$ cat src/rtl/dsi_lanes_sequencer.sv
// dsi_lanes_sequencer
// Sequences one DSI clock lane and up to LANES data lanes for each high-speed
// burst. It starts the clock lane ahead of the data lanes, moves one byte per
// lane per transfer with all lanes in lockstep, and then closes the burst with
// the data-lane, clock-post and clock-lane shutdown ordering.
//
// Optional feature macro: DSI_CLK_CONTINUOUS_EN. When it is defined, the clock
// lane is started once on enable and keeps running between bursts.
//
// Ports:
//   clk_sys, rst          single clock, asynchronous active-high reset
//   enable                link enable from configuration
//   pkt_data/valid/last   packet stream in; pkt_ready is the consume strobe
//   lines_enable          lane controller enable (0 only in DISABLED)
//   clk_start_rqst        registered one-cycle pulse to the clock lane
//   clk_fin_rqst          registered level, clock lane finish
//   clk_active            clock lane status
//   data_start_rqst       registered one-cycle pulse to the data lanes
//   data_fin_rqst         registered level, data lanes finish
//   data_active/data_rqst per-lane status and byte request
//   lane_data             byte i to data lane i (zero-latency from data_rqst)
//   busy                  burst in progress (not DISABLED/IDLE)
//   err_underflow         sticky, cleared when clk_start_rqst is issued
//   dbg_state             current FSM state, for observation only
//
// Handshake: a word moves on the pkt stream in every cycle where
// pkt_valid && pkt_ready; pkt_ready is high only in DATA_ACTIVE while every
// active lane requests a byte, and pkt_ready never depends on it being taken.
module dsi_lanes_sequencer #(
  parameter int LANES      = 4,
  parameter int T_CLK_PRE  = 4,
  parameter int T_CLK_POST = 4
) (
  input  logic        clk_sys,
  input  logic        rst,
  input  logic        enable,
  input  logic [31:0] pkt_data,
  input  logic        pkt_valid,
  input  logic        pkt_last,
  output logic        pkt_ready,
  output logic        lines_enable,
  output logic        clk_start_rqst,
  output logic        clk_fin_rqst,
  input  logic        clk_active,
  output logic        data_start_rqst,
  output logic        data_fin_rqst,
  input  logic [3:0]  data_active,
  input  logic [3:0]  data_rqst,
  output logic [31:0] lane_data,
  output logic        busy,
  output logic        err_underflow,
  output logic [3:0]  dbg_state
);

  typedef enum logic [3:0] {
    S_DISABLED, S_IDLE, S_CLK_START, S_CLK_PRE, S_DATA_START,
    S_DATA_ACTIVE, S_DATA_FIN, S_CLK_POST, S_CLK_FIN
  } state_t;

  // Lanes at index >= LANES are masked out of every reduction and output.
  localparam logic [3:0]  ACT_MASK  = 4'((5'd1 << LANES) - 5'd1);
  localparam logic [31:0] BYTE_MASK = 32'((33'd1 << (8 * LANES)) - 33'd1);
  localparam logic [7:0]  PRE_LOAD  = 8'(T_CLK_PRE - 1);
  localparam logic [7:0]  POST_LOAD = 8'(T_CLK_POST - 1);

  state_t     state, state_next;
  logic [7:0] cnt, cnt_next;
  logic       start_clk, start_data;
  logic       all_act, any_act, all_rqst, in_data, underflow_now;

  assign all_act  = ((data_active & ACT_MASK) == ACT_MASK);
  assign any_act  = |(data_active & ACT_MASK);
  assign all_rqst = ((data_rqst & ACT_MASK) == ACT_MASK);
  assign in_data  = (state == S_DATA_ACTIVE);

  assign pkt_ready     = in_data && all_rqst && pkt_valid;
  assign lane_data     = (in_data && pkt_valid) ? (pkt_data & BYTE_MASK) : 32'h0;
  assign underflow_now = in_data && all_rqst && !pkt_valid;
  assign lines_enable  = (state != S_DISABLED);
  assign busy          = (state != S_DISABLED) && (state != S_IDLE);
  assign dbg_state     = state;

  always_comb begin
    state_next = state;
    cnt_next   = cnt;
    start_clk  = 1'b0;
    start_data = 1'b0;
    case (state)
      S_DISABLED: begin
        if (enable) begin
          state_next = S_IDLE;
`ifdef DSI_CLK_CONTINUOUS_EN
          start_clk  = 1'b1;
`endif
        end
      end
      S_IDLE: begin
        // A disabled link never starts a burst, even with a word waiting.
        if (!enable) begin
          state_next = S_DISABLED;
        end else if (pkt_valid) begin
`ifdef DSI_CLK_CONTINUOUS_EN
          if (clk_active) begin
            state_next = S_CLK_PRE;
            cnt_next   = PRE_LOAD;
          end
`else
          state_next = S_CLK_START;
          start_clk  = 1'b1;
`endif
        end
      end
      S_CLK_START: begin
        if (clk_active) begin
          state_next = S_CLK_PRE;
          cnt_next   = PRE_LOAD;
        end
      end
      S_CLK_PRE: begin
        if (cnt == 8'd0) begin
          state_next = S_DATA_START;
          start_data = 1'b1;
        end else begin
          cnt_next = cnt - 8'd1;
        end
      end
      S_DATA_START: begin
        if (all_act) state_next = S_DATA_ACTIVE;
      end
      S_DATA_ACTIVE: begin
        if (pkt_ready && pkt_last) state_next = S_DATA_FIN;
      end
      S_DATA_FIN: begin
        if (!any_act) begin
          state_next = S_CLK_POST;
          cnt_next   = POST_LOAD;
        end
      end
      S_CLK_POST: begin
        if (cnt == 8'd0) begin
`ifdef DSI_CLK_CONTINUOUS_EN
          state_next = S_IDLE;
`else
          state_next = S_CLK_FIN;
`endif
        end else begin
          cnt_next = cnt - 8'd1;
        end
      end
      S_CLK_FIN: begin
        if (!clk_active) state_next = S_IDLE;
      end
      default: state_next = S_DISABLED;
    endcase
  end

  always_ff @(posedge clk_sys or posedge rst) begin
    if (rst) begin
      state           <= S_DISABLED;
      cnt             <= 8'd0;
      clk_start_rqst  <= 1'b0;
      data_start_rqst <= 1'b0;
      data_fin_rqst   <= 1'b0;
      clk_fin_rqst    <= 1'b0;
      err_underflow   <= 1'b0;
    end else begin
      state           <= state_next;
      cnt             <= cnt_next;
      clk_start_rqst  <= start_clk;
      data_start_rqst <= start_data;
      // Finish levels follow "in the state and staying there", so they rise
      // one cycle after entry and drop one cycle after the exit condition.
      data_fin_rqst   <= (state == S_DATA_FIN) && (state_next == S_DATA_FIN);
`ifdef DSI_CLK_CONTINUOUS_EN
      if ((state == S_IDLE) && (state_next == S_DISABLED))
        clk_fin_rqst <= 1'b1;
      else if (!clk_active || start_clk)
        clk_fin_rqst <= 1'b0;
`else
      clk_fin_rqst    <= (state == S_CLK_FIN) && (state_next == S_CLK_FIN);
`endif
      if (start_clk)
        err_underflow <= 1'b0;
      else if (underflow_now)
        err_underflow <= 1'b1;
    end
  end

endmodule

$ cat config.mk
export PLATFORM = sky130hd
export DESIGN_NAME = dsi_lanes_sequencer
export DESIGN_NICKNAME = d
export VERILOG_FILES = /design/src/rtl/dsi_lanes_sequencer.sv
export SDC_FILE = /design/constraint.sdc
export NUM_CORES = 1
export LEC_CHECK = 0
export BUFFER_PORTS_ARGS = -buffer_cell sky130_fd_sc_hd__buf_2
export CAP_MARGIN = 20
export CORE_ASPECT_RATIO = 1.75
export CORE_MARGIN = 5
export CORE_UTILIZATION = 37
export CTS_BUF_LIST = sky130_fd_sc_hd__clkbuf_8
export CTS_CLUSTER_DIAMETER = 80
export DETAILED_ROUTE_END_ITERATION = 8
export PLACE_DENSITY_LB_ADDON = 0.15
export SLEW_MARGIN = 40
export SYNTH_ARGS = -nofsm -noshare
export SYNTH_HDL_FRONTEND = slang
export SYNTH_SLANG_ARGS = --single-unit
export TNS_END_PERCENT = 1
$ cat constraint.sdc
create_clock -name clk_sys -period 1.7 [get_ports clk_sys]
set_clock_uncertainty 0.05 [all_clocks]
set_input_delay 0.255 -clock clk_sys [delete_from_list [all_inputs] [get_ports clk_sys]]
set_output_delay 0.255 -clock clk_sys [all_outputs]
set_load 0.02 [all_outputs]
# Word level (Yosys, flattened, before mapping)
# Cells that the tools add are included.
[word_totals]
reg_bits = 17
word_cells = 64
out_inout_bits = 44
[op_classes]
n_mux = 23
add_sub_neg = 1
eq_ne = 16
reduce_logical = 17
[op_table]
columns = ["op", "count"]
rows = [
  ["$mux 4", 10],
  ["$pmux 4 s9", 1],
  ["$mux 32", 1],
  ["$mux 8", 3],
  ["$pmux 8 s3", 1],
  ["$eq 4x3->1 const B", 5],
  ["$eq 4x4->1 const B", 4],
  ["$eq 4x2->1 const B", 2],
  ["$logic_and 1x1->1", 8],
  ["$logic_not 8->1", 1],
  ["$sub 8x1->8 const B", 1],
  ["$mux 1", 7],
  ["$ne 2x2->1 const B", 3],
  ["$eq 4x1->1 const B", 1],
  ["$logic_not 4->1", 1],
  ["$ne 4x1->1 const B", 1],
  ["$reduce_and 4->1", 1],
  ["$reduce_bool 4->1", 1],
  ["$reduce_or 4->1", 1],
  ["$reduce_bool 3->1", 1],
  ["$reduce_bool 2->1", 1],
  ["$reduce_or 2->1", 1],
  ["$logic_not 1->1", 1],
]

# Longest topological paths before layout
[depth]
depth_word = 8
ltp_mapped = 6

# Worst setup path after synthesis
# Ideal clock, no wire load.
[synth_path]
kind = "reg-to-output"
from = "register state[2], in the netlist dbg_state[2]"
to = "output lane_data[10]"
setup_slack_ps = -103
path_stages_with_launch = 5
path_buffers = 1
t_arrival_ps = 1498
required_time_ps = 1395
path_cell_list = "dfrtp_1 -> inv_2 -> nor4b_4 -> clkbuf_2 -> and3_1"
[synth_via]
elab_chain_cells = 3
[synth_rtl]
columns = ["item", "line", "text"]
rows = [
  ["start: declaration", "66", "state_t state, state_next;"],
  ["start signal: assignment", "167", "state <= state_next;"],
  ["$eq 4x3->1", "74", "assign in_data = (state == S_DATA_ACTIVE);"],
  ["$logic_and 1x1->1", "77", "assign lane_data = (in_data && pkt_valid) ? (pkt_data & BYTE_MASK) : 32'h0;"],
  ["$mux 32", "77", ""],
  ["end: declaration", "49", "output logic [31:0] lane_data,"],
]
# No other way between the ends.

# Worst setup path in the final report
[layout_path]
from = "register state[2], in the netlist dbg_state[2]"
to = "output lane_data[2]"
# The elaborated chain is that of the path after synthesis.

==> impl_metrics.tcl <==
set metrics [dict create \
    status "finished, violations left" \
    violations "setup timing" \
    cts_buffers 3 \
    instances_no_fill 286 \
    crit_required_ps 1390 \
    nets 291 \
    dpl.hpwl_mm 3.40 \
    yosys_warnings 0 \
    cts_buffer_depth 2 \
    gp_congestion 0.801 \
    critPathKind "flip-flop to output port" \
    grt-ovfl-total 0 \
    clk_latency_ps 250 \
    power_uw 2550 \
    p_leak_uw 0.00114 \
    vdd_drop_max_mv 0.802 \
    hold_violations 0 \
    detail-route-antenna-nets 0 \
    clk_pin_slew_ps 70 \
    cts.sinks 17 \
    slew_viol_final 0 \
    synth_edf_count 0 \
    grt_first_pass_wirelength_mm 6.48 \
    seq_area_frac_synth_pct 36.0 \
    routed_wl_mm 5.26 \
    grt_antenna_before_repair 0 \
    async_reset_ff_share_pct 100 \
    finish.utilization_pct 70.6 \
    synthCells 142 \
    h-tree-depth 1 \
    grt_start_max_net_pins 39 \
    worst_ep_arrival_time_ps 1610 \
    die_w_microns 52.7 \
    tightest_slew_ps 638 \
    synth_cell_types 37 \
    floorplan.rows 27 \
    diodes 0 \
    min_path_type "primary input to asynchronous set/reset pin" \
    portBuffers 89 \
    rsz0062_at_grt "true" \
    cts_tree "done" \
    synthesis.nets 189 \
    viasPerCell 5.28 \
    drc 0 \
    core_area_sq_mm 0.00311 \
    cts_root_buf "clkbuf_8" \
    min_period_ps 1910 \
    crit_start "dbg_state[2]" \
    layout_setup_ws_ps -211 \
    worstSetupStartpointType "flip-flop" \
    slew_headroom_pct 57.4 \
    die-area_sq_mm 0.00447 \
    end_kind "output port" \
    post-route-period-util_pct 112 \
    ios 90 \
    ys_ff_latch 17 \
    num_vias 1511 \
    wl_per_cell_microns 18.4 \
    first_pass_iters 5 \
    track_usage_pct 19.0 \
    finalSetupViolations 33 \
    place_inst 276 \
    syn-cell-area_sq_mm 0.00118 \
    drive_gt1_share_pct 63.8 \
    initial_utilization_pct 38.0 \
    cts_hold_buf 0 \
    placed_area_sq_mm 0.00176 \
    cp_max_fo 8 \
    max_freq_mhz 523 \
    finalInstanceArea_sq_mm 0.00219 \
    synth_ff_type "dfrtp_1" \
    synth.avg_cell_area_sq_um 8.33 \
    p_per_area_mw_per_mm2 1160 \
    area_growth_pct 85.6 \
    reg2reg_from "cnt[1]" \
    pre_cts_slack_ps -46.6 \
    drt_iter0_markers 27 \
    grt_pass1_vias 1396 \
    max_cap_viol_count 0 \
    die_h_microns 84.8 \
]
==> worst paths after layout <==
check | end | slack, ps | depth (start not counted)
max in group asynchronous | dbg_state[2] | 1130 | 2
min | cnt[0] | 20 | 2
max | lane_data[2] | -210 | 6
min reg2reg | err_underflow | 460 | 2
max reg2reg | dbg_state[2] | 70 | 6
min in group clk_sys | dbg_state[0] | 200 | 3
==> layout make-up <==
| cell class | count | area [sq um] |
|---|---|---|
| Fill cell | 240 | 913 |
| Sequential cell | 17 | 428 |
| Timing Repair Buffer | 107 | 842 |
| Tap cell | 43 | 53.8 |
| Clock inverter | 1 | 5.00 |
| Inverter | 8 | 30.0 |
| Multi-Input combinational cell | 107 | 795 |
| Clock buffer | 3 | 41.3 |
==> routing by layer <==
layer | vias to the layer above | GRT usage, % | wire [microns]
met3 | 9 | 3.37 | 454
met2 | 81 | 37.6 | 3000
met4 | 0 | 7.67 | 110
li1 | 721 | - | -
met5 | - | 0 | 0
met1 | 700 | 17.8 | 1700
==> power breakdown <==
group / internal [uW] / total [uW] / switching, uW
Combinational: 723 / 1600 / 879
Clock: 163 / 305 / 142
Sequential: 525 / 639 / 115
Total: 1410 / 2550 / 1140
==> sequential cells by signal, summed over array words and instances, names as in the netlist <==
signal and flops:
data_start_rqst 1, cnt 8, clk_start_rqst 1, data_fin_rqst 1
err_underflow 1, clk_fin_rqst 1, dbg_state 4
==> synth_stat cells (all sizes together), types with 3 or more instances <==
library cell / number / area share [%]
nor2: 11 / 3.5
dfrtp: 17 / 36
nand3: 5 / 2.1
nor3: 7 / 3.0
a31oi: 3 / 1.6
a21oi: 5 / 2.1
nand4: 4 / 2.1
o21ai: 10 / 4.2
and3: 33 / 19
nand2: 9 / 2.9
clkbuf: 8 / 2.9
inv: 8 / 2.5
==> metrics by stage <==
stage	setup TNS [ps]	hold slack, ps
after floorplan	0	131
after detailed placement	-60.8	319
final	-6270	21.4
after CTS	-5160	45.1
after global routing	-8510	74.2
after global placement	-40.9	323
==> critical path: stages (launching register included) <==
cell       delay, ps
dfrtp_2          380
inv_2             60
nor4b_4          270
buf_6            180
clkbuf_16        150
and3_4           190
buf_6            120
==> repair_timing <==
action                                  in CTS  in global routing
pin swaps                                    1                 16
cloned                                       0                  3
resized for setup                           69                 19
endpoints found under the setup margin      37                 36
setup buffers                                1                  2
==> cells by family (layout without fill, tap and decap cells) <==
group | count (synthesis) | count (layout) | share of synthesized area (%)
DFF | 17 | 17 | 36.0
xor gates and xnor gates | 1 | 1 | 0.741
buffers and inverters | 18 | 119 | 6.77
adders and majority gates | 1 | 1 | 1.06
and+or+nand+nor | 80 | 80 | 42.0
muxes | 1 | 1 | 0.847
AOI/OAI and AO/OA | 24 | 24 | 12.6
==> layout by cell type, fill, tap and decap left out, drive strengths merged <==
cell	n
o21bai	1
nand3b	1
nand2	9
nand4bb	1
nor4	1
nor3	7
nor2	11
a31oi	3
dfrtp	17
a21oi	5
inv	8
o21ai	10
mux2i	1
nand2b	1
o31ai	2
or3	1
nor4b	2
clkbuf	5
and4	2
ha	1
and2b	1
nand3	5
nor3b	1
buf	105
nand4	4
and3	33
a21o	1
o311ai	1
xnor2	1
clkinv	1
o41ai	1
No activity file was read; power rests on OpenSTA's default activity.
